<file path="config.mk">
export PLATFORM = sky130hd
export DESIGN_NAME = prog_clock_divider
export DESIGN_NICKNAME = d
export VERILOG_FILES = /design/src/rtl/prog_clock_divider.sv
export SDC_FILE = /design/constraint.sdc
export NUM_CORES = 1
export LEC_CHECK = 0
export CAP_MARGIN = 20
export CORE_MARGIN = 3
export CORE_UTILIZATION = 55
export CTS_BUF_LIST = sky130_fd_sc_hd__clkbuf_16
export DETAILED_ROUTE_END_ITERATION = 10
export GPL_ROUTABILITY_DRIVEN = 0
export PLACE_DENSITY = 0.74
export SYNTH_ARGS = -nofsm -noshare
export SYNTH_HDL_FRONTEND = slang
export SYNTH_SLANG_ARGS = --single-unit
</file>
<file path="constraint.sdc">
create_clock -name clk_in -period 17.92 [get_ports clk_in]
set_input_delay 1.792 -clock clk_in [delete_from_list [all_inputs] [get_ports clk_in]]
set_output_delay 1.792 -clock clk_in [all_outputs]
set_load 0.05 [all_outputs]
</file>
<file path="src/rtl/prog_clock_divider.sv">
// rtl/prog_clock_divider.sv - multi-channel runtime-programmable 50% duty clock divider
// Optional feature macro: PROG_CLKDIV_SYNC_EN (adds sync_restart for phase alignment of all running channels).
module prog_clock_divider #(
    parameter int CLK_FREQ     = 100_000_000,
    parameter int CHANNELS     = 4,
    parameter int CNT_WIDTH    = 27,
    parameter int DEFAULT_FREQ = 3,
    localparam int SEL_W       = (CHANNELS > 1) ? $clog2(CHANNELS) : 1
) (
    input  logic                 clk_in,
    input  logic                 reset,
    input  logic [CHANNELS-1:0]  ch_en,
    input  logic                 load,
    input  logic [SEL_W-1:0]     ch_sel,
    input  logic [CNT_WIDTH-1:0] half_period,
`ifdef PROG_CLKDIV_SYNC_EN
    input  logic                 sync_restart,
`endif
    output logic                 load_ack,
    output logic [CHANNELS-1:0]  clk_out,
    output logic [CHANNELS-1:0]  tick
);

    typedef enum logic [1:0] {
        ST_OFF,
        ST_RUN,
        ST_DRAIN
    } state_t;

    localparam longint DEF_HP_RAW = longint'(CLK_FREQ) / (2 * longint'(DEFAULT_FREQ));
    localparam logic [CNT_WIDTH-1:0] DEF_HP_TRUNC = CNT_WIDTH'(DEF_HP_RAW);
    // A zero half-period would never reach terminal count; treat it like a load of 0.
    localparam logic [CNT_WIDTH-1:0] DEF_HP = (DEF_HP_TRUNC == '0) ? CNT_WIDTH'(1) : DEF_HP_TRUNC;

    state_t               state_q   [CHANNELS];
    state_t               state_d   [CHANNELS];
    logic [CNT_WIDTH-1:0] cnt_q     [CHANNELS];
    logic [CNT_WIDTH-1:0] cnt_d     [CHANNELS];
    logic [CNT_WIDTH-1:0] hp_act_q  [CHANNELS];
    logic [CNT_WIDTH-1:0] hp_act_d  [CHANNELS];
    logic [CNT_WIDTH-1:0] hp_pend_q [CHANNELS];
    logic [CNT_WIDTH-1:0] hp_pend_d [CHANNELS];
    logic [CHANNELS-1:0]  pend_q, pend_d;
    logic [CHANNELS-1:0]  clk_out_q, clk_out_d;
    logic [CHANNELS-1:0]  tick_q, tick_d;
    logic                 load_ack_q, load_ack_d;

    logic                 load_ok;
    logic [CNT_WIDTH-1:0] load_val;

    // Accept only in-range targets; a zero half-period is clamped to 1 (clk_in/2).
    always_comb begin
        load_ok  = load && (32'(ch_sel) < 32'(CHANNELS));
        load_val = (half_period == '0) ? CNT_WIDTH'(1) : half_period;
    end

    // Per-channel next state: counting, toggling, drain-to-low on disable, reload application.
    always_comb begin
        load_ack_d = load_ok;
        for (int i = 0; i < CHANNELS; i++) begin
            state_d[i]   = state_q[i];
            cnt_d[i]     = cnt_q[i];
            hp_act_d[i]  = hp_act_q[i];
            hp_pend_d[i] = hp_pend_q[i];
            pend_d[i]    = pend_q[i];
            clk_out_d[i] = clk_out_q[i];
            tick_d[i]    = 1'b0;

            if (state_q[i] == ST_OFF) begin
                cnt_d[i]     = '0;
                clk_out_d[i] = 1'b0;
                if (pend_q[i]) begin
                    hp_act_d[i] = hp_pend_q[i];
                    pend_d[i]   = 1'b0;
                end
                if (ch_en[i]) begin
                    state_d[i] = ST_RUN;
                end
            end else if (!ch_en[i] && !clk_out_q[i]) begin
                // Disabled while low: stop at once, nothing is truncated.
                state_d[i] = ST_OFF;
                cnt_d[i]   = '0;
                if (pend_q[i]) begin
                    hp_act_d[i] = hp_pend_q[i];
                    pend_d[i]   = 1'b0;
                end
            end else if (cnt_q[i] == hp_act_q[i] - CNT_WIDTH'(1)) begin
                // Terminal count: toggle, and swap in any pending half-period for the next phase.
                cnt_d[i]     = '0;
                clk_out_d[i] = ~clk_out_q[i];
                tick_d[i]    = ~clk_out_q[i];
                if (pend_q[i]) begin
                    hp_act_d[i] = hp_pend_q[i];
                    pend_d[i]   = 1'b0;
                end
                // A disabled channel only reaches here while high, so this edge is its final fall.
                state_d[i] = ch_en[i] ? ST_RUN : ST_OFF;
            end else begin
                cnt_d[i]   = cnt_q[i] + CNT_WIDTH'(1);
                state_d[i] = ch_en[i] ? ST_RUN : ST_DRAIN;
            end

`ifdef PROG_CLKDIV_SYNC_EN
            // Restart wins over a coincident terminal count; all active channels restart low.
            if (sync_restart && (state_q[i] != ST_OFF)) begin
                cnt_d[i]     = '0;
                clk_out_d[i] = 1'b0;
                tick_d[i]    = 1'b0;
                if (pend_q[i]) begin
                    hp_act_d[i] = hp_pend_q[i];
                    pend_d[i]   = 1'b0;
                end
                state_d[i] = ch_en[i] ? ST_RUN : ST_OFF;
            end
`endif

            // Stopped channels take a new value immediately; running ones wait for terminal count.
            if (load_ok && (ch_sel == SEL_W'(i))) begin
                if (state_q[i] == ST_OFF) begin
                    hp_act_d[i] = load_val;
                    pend_d[i]   = 1'b0;
                end else begin
                    hp_pend_d[i] = load_val;
                    pend_d[i]    = 1'b1;
                end
            end
        end
    end

    // State registers; reset restores the default half-period and drops pending loads.
    always_ff @(posedge clk_in or posedge reset) begin
        if (reset) begin
            for (int i = 0; i < CHANNELS; i++) begin
                state_q[i]   <= ST_OFF;
                cnt_q[i]     <= '0;
                hp_act_q[i]  <= DEF_HP;
                hp_pend_q[i] <= DEF_HP;
            end
            pend_q     <= '0;
            clk_out_q  <= '0;
            tick_q     <= '0;
            load_ack_q <= 1'b0;
        end else begin
            state_q    <= state_d;
            cnt_q      <= cnt_d;
            hp_act_q   <= hp_act_d;
            hp_pend_q  <= hp_pend_d;
            pend_q     <= pend_d;
            clk_out_q  <= clk_out_d;
            tick_q     <= tick_d;
            load_ack_q <= load_ack_d;
        end
    end

    assign clk_out  = clk_out_q;
    assign tick     = tick_q;
    assign load_ack = load_ack_q;

endmodule

</file>
==> flow_summary.ini, run 1 <==
[global_routing]
grt_pass1_wl_mm = 82.21
grtUsageTotal = 0.2573
grt_overflow = 0
grt_pass1_vias = 15480
antenna_found_initial = 0
grt_start_max_net_pins = 124

[placement]
pre_cts_slack_ns = 13.46
placedCellCount = 2501
dp_hpwl_mm = 34.38
placed_cell_area_um2 = 21050
io_buffers = 44

[drt]
vias = 15890
final_antenna_net_count = 0
drt_iter0_markers = 1103
drt_pass1_iterations = 5
viasPerCell = 6.174
drc = 0
wl_per_cell_um = 19.58
drt_wl_total_mm = 50.39

[floorplanning]
ios = 45
num_rows = 70
start_util = 0.5588
die_x_um = 198.9
design.core.area_um2 = 36610
dieArea_um2 = 39550
die_height_um = 198.9

[clock_network]
postCtsHoldBufs = 0
cts_tree = yes
cts_inserted_buffers = 40
htreeDepth = 2
clock_latency_ns = 0.55
cts_sinks = 345
post_cts.repair.setup_buffers = 0
cts_resized = 0
clk_pin_slew_worst_paths_ns = 0.05
clockBufferDepth = 3
cts-root-buf = clkbuf_16

[yosys]
yosysWarnings = 0
synth-edff-count = 0
avgSynthCellArea_um2 = 9.664
synth.distinct_cells = 82
ys_seq_area_frac = 0.4279
synth_flop_cell = dfrtp_1
yosysMostFrequentCell = nor2_1
yosys-top-cells-count = 294 x nor2_1, 249 x dfrtp_1, 153 x mux2i_1
synth_top_area_share = 0.3046
synth-seq-cells = 345
postSynthCellCount = 2117
syn_nets = 2161
syn_area_um2 = 20460
synth_top_cell_by_area = dfrtp_1
async_flop_share = 1.000
synthTopCellsByArea = dfrtp_1 30%, dfstp_2 12%, mux2i_1 7.5%

[timing]
fin_crit_sh = 0.2489
slew_headroom = 0.3176
final-setup-viol-count = 0
fin_skew_ns = 0.01104
fin_ws_ns = 13.46
fin_crit_ns = 4.461
worst_pin_slew_ns = 1.021
setup_tns_ns = 0
hold_viol_final = 0
rsz0062_at_grt = false
finalMaxSlewViolations = 0
fmax_mhz = 224.2

[setup_path]
path_max_fanout = 14
cp_common_cell = nor4_1
path_buf_inv = 1
cp.required_ns = 18.35
cp-start-kind = flip-flop
crit_type = flip-flop to flip-flop
cpLargestDelayFamily = simple AND/OR/NAND/NOR gates
reg2reg_setup_slack_ns = 13.46
end_kind = flip-flop
critical_path.cell_chain = inv_1, ha_1, nor3b_1, xnor3_1, nand3_1, nor4_1, nand4_1, nor4_1, or2_1, a21oi_1, mux2_2
worstPathArrival_ns = 4.89
crit_path_max_incr_delay_ns = 0.78
slowest_stage = or2_1

[pwr]
ir_drop_v = 0.00006838
fin_total_pwr_w = 0.002563
power.leakage_nw = 9.280
powerDensity_nw_per_um2 = 114.5

[final_layout]
nNetsFinal = 2120
final_cells = 2574
drive_gt1_frac = 0.1538
diodes = 0
fillers = 3059
area_growth_syn_to_layout_pct = 9.449
fin_area_um2 = 22390

[min_path]
hold_class = flip-flop to flip-flop

[outcome]
status = finished clean

[run]
max_cap_violations = 0
[sequential cells by signal, indices dropped and copies added (netlist names)]
name / flops
clk_out: 4
cnt_q: 108
hp_act_q: 108
hp_pend_q: 108
load_ack: 1
pend_q: 4
state_q: 8
tick: 4
[layer usage]
metal,wire [um],vias up,global-route usage
met2,24370,430,0.4297
met1,21790,7917,0.3445
li1,-,7445,-
met3,2722,100,0.04505
met4,1510,0,0.07991
met5,0,-,0
[worst paths after layout]
check / startpoint / cells past startpoint / endpoint
setup / recovery: hp_act_q[54] / 11 / hp_act_q[54]
hold / removal: hp_pend_q[0] / 2 / hp_pend_q[0]
setup reg to reg: hp_act_q[54] / 11 / hp_act_q[54]
hold reg to reg: hp_pend_q[0] / 2 / hp_pend_q[0]
max in group asynchronous: reset / 3 / hp_pend_q[65]
min in group asynchronous: reset / 2 / load_ack
[cell usage in the layout (no fill, tap or decap), types with 15 or more instances in the layout]
cell type | Yosys | layout
nand2b_1 | 21 | 21
o21ai_0 | 30 | 29
clkdlybuf4s50_1 | 0 | 44
nand3_1 | 85 | 84
and4_1 | 20 | 20
inv_1 | 42 | 50
nor4_1 | 43 | 43
nor3_1 | 54 | 54
buf_4 | 0 | 21
a31oi_1 | 27 | 27
nor2b_1 | 16 | 16
nand2_1 | 88 | 88
dfstp_2 | 96 | 96
mux2i_1 | 153 | 153
or4_1 | 15 | 15
dfrtp_1 | 249 | 249
xnor2_1 | 96 | 96
nand4_1 | 37 | 37
a21oi_1 | 106 | 106
nor2_1 | 294 | 292
mux2_2 | 123 | 123
or3_1 | 25 | 25
xor2_1 | 117 | 117
clkbuf_16 | 0 | 41
and3_1 | 25 | 25
[kinds of logic (layout without fill, tap and decap cells)]
family / after synthesis / in the layout / synth area share
adder cells (fa/ha/maj): 8 / 8 / 0.004893
flip-flops: 345 / 345 / 0.4279
AND/OR/NAND/NOR: 803 / 803 / 0.2021
buffers and inverters: 191 / 180 / 0.03804
XOR/XNOR: 214 / 214 / 0.09229
multiplexers: 278 / 278 / 0.1437
AO/OA/AOI/OAI: 278 / 278 / 0.09119
[tightest hold or removal path, stage by stage (launching register included)]
cell	delay (ns)
dfrtp_1	0.34
nand2_1	0.05
o21ai_0	0.06
[where the power goes]
group          leakage, nW  internal [W]  switching [W]
Combinational         4.39      0.000280       0.000290
Clock                0.678      0.000500       0.000330
Sequential            4.21      0.000958       0.000205
Total                 9.28       0.00174       0.000825
[area by class of cell]
class | instances | area (um^2) | share of cell area
clock buffers | 41 | 1026 | 0.04582
repair buffers | 66 | 613.1 | 0.02738
clock inverters | 31 | 299.0 | 0.01335
flip-flops and latches | 345 | 8753 | 0.3909
well taps | 468 | 585.6 | 0.02615
inverters | 42 | 165.2 | 0.007376
multi-input cells | 1581 | 10950 | 0.4890
[stage by stage]
stage / hold WS, ns / utilization
floorplan: 0.4496 / -
global placement: 0.4662 / 0.5750
detailed placement: 0.4780 / 0.5750
CTS: 0.4903 / 0.6112
global route: 0.5149 / 0.6116
finish: 0.4865 / 0.6116
No activity file was read; power rests on OpenSTA's default activity.
==> run 2, diff against run 1 <==
- clock period: 17.92 -> 4.41 ns (I/O delays scaled with it)
==> run 2 against run 1 <==
Flip-flop and latch count did not move. Count of clock-buffer cells in the layout did not move. Setup slack got worse by 13 ns. The flow now finishes with violations (design-rule violations). Largest cell class unchanged. Largest power group unchanged. Core utilization rose by 0.32 points. Wire length rose by 1.1%.
==> flow_summary.ini, run 2 (synthesis gave the netlist of run 1 again) <==
[timing]
worst_pin_slew_ns = 0.9760
fin_skew_ns = 0.01719
slew_headroom = 0.3480
fin_crit_sh = 0.9203
finalMaxSlewViolations = 0
fin_crit_ns = 4.058
worst_hold_slack_ns = 0.4010
fmax_mhz = 246.4
rsz0062_at_grt = false
hold_viol_final = 0
final-setup-viol-count = 0

[floorplanning]
design.core.area_um2 = 36610
dieArea_um2 = 39550
num_rows = 70
die_height_um = 198.9
ios = 45
start_util = 0.5588
die_x_um = 198.9

[final_layout]
nNetsFinal = 2137
final_common_cell = nor2_1
area_growth_syn_to_layout_pct = 10.03
drive_gt1_frac = 0.1620
fin_area_um2 = 22510
layout_common_cells = 292 x nor2_1, 249 x dfrtp_1, 153 x mux2i_1
final_cells = 2591
diodes = 0
largestRegisters = cnt_q (108), hp_act_q (108), hp_pend_q (108)

[global_routing]
grt.busiest_layer = met2
grt_util_met2 = 0.4344
grt_pass1_vias = 15790
grtUsageTotal = 0.2577
grt_pass1_wl_mm = 82.88
grt_start_max_net_pins = 72
antenna_found_initial = 0
grt_use_met1 = 0.3408
grt_overflow = 0
grtUsageMet3 = 0.03997

[pwr]
fin_total_pwr_w = 0.01023
ir_drop_v = 0.0003303
power.leakage_nw = 9.343
powerDensity_nw_per_um2 = 454.5

[min_path]
hold_class = primary input to flip-flop
holdPathStages = 1

[setup_path]
reg2reg_depth = 11
cp.required_ns = 4.85
worstPathArrival_ns = 4.49
cp-start-kind = flip-flop
path_max_fanout = 11
crit_type = flip-flop to flip-flop
reg2reg_setup_slack_ns = 0.35
end_kind = flip-flop

[outcome]
violations = design-rule violations
status = complete, but fails checks

[clock_network]
clockBufferDepth = 3
cts_sinks = 345
htreeDepth = 2
cts_inserted_buffers = 39
clock_latency_ns = 0.56
post_cts.repair.setup_buffers = 0
cts-root-buf = clkbuf_16
cts_tree = yes
clk_pin_slew_worst_paths_ns = 0.06

[drt]
viasPerCell = 6.175
drt_iter0_markers = 979
drt_wl_total_mm = 50.93
vias = 16000
drc = 1
wl_per_cell_um = 19.66
drt_pass1_iterations = 8
final_antenna_net_count = 0

[run]
max_cap_violations = 0

[placement]
placedCellCount = 2520
io_buffers = 44
dp_hpwl_mm = 35.06
placed_cell_area_um2 = 21260
[run 2: cell types whose count changed in the layout (fill, tap and decap cells not counted), sizes merged]
cell | before | now
buf | 22 | 40
bufinv | 6 | 3
clkinv | 13 | 15
clkinvlp | 3 | 5
inv | 51 | 49
[run 2: final cells by class]
type	count	area [um^2]
clock buffer	41	1026
clock inverter	30	222.7
fill	3025	14100
inverter	42	161.4
multi-input combinational	1581	10960
sequential	345	8753
tap	468	585.6
timing repair buffer	84	803.3
[run 2: final timing paths]
path	end	startpoint
worst max-delay path	hp_act_q[106]	hp_act_q[81]
max in group asynchronous	hp_act_q[84]	reset
worst min-delay path	state_q[4]	ch_en[1]
worst max register to register	hp_act_q[106]	hp_act_q[81]
worst min register to register	hp_pend_q[81]	hp_pend_q[81]
min in group asynchronous	hp_act_q[25]	reset
[run 2: what timing repair did]
item                                   CTS  global route
gates resized for setup                  0             1
hold buffers                             0             0
endpoints found under the hold margin    0             0
setup endpoints to repair                0             3
[run 2: metrics by stage]
| stage | utilization | setup TNS [ns] | worst slack, ns |
|---|---|---|---|
| floorplan | - | -141.71 | -0.5691 |
| global placement | 0.5806 | 0 | 0.5649 |
| detailed placement | 0.5806 | 0 | 0.4583 |
| CTS | 0.6147 | 0 | 0.4398 |
| global route | 0.6149 | 0 | 0.02558 |
| finish | 0.6149 | 0 | 0.3515 |
[run 2: worst max-delay path, stage by stage, from the launching register on]
cell and delay (ns):
dfrtp_1 0.43, inv_1 0.08, ha_1 0.22, nor4b_1 0.60
and4_1 0.45, a21boi_1 0.13, o31ai_1 0.27, o22ai_1 0.14
nor4_1 0.64, or2_1 0.38, o21ai_1 0.26, a221o_1 0.34
[run 2: report_power, final]
part           internal [W]  switching (W)
Sequential          0.00389       0.000811
Combinational       0.00116        0.00118
Clock               0.00186        0.00133
[run 2: per-layer routing]
metal  vias to the layer above  part of all wire
li1                       7482                 -
met3                       105             0.050
met5                         -                 0
met4                         0             0.029
met1                      7995              0.44
met2                       418              0.48
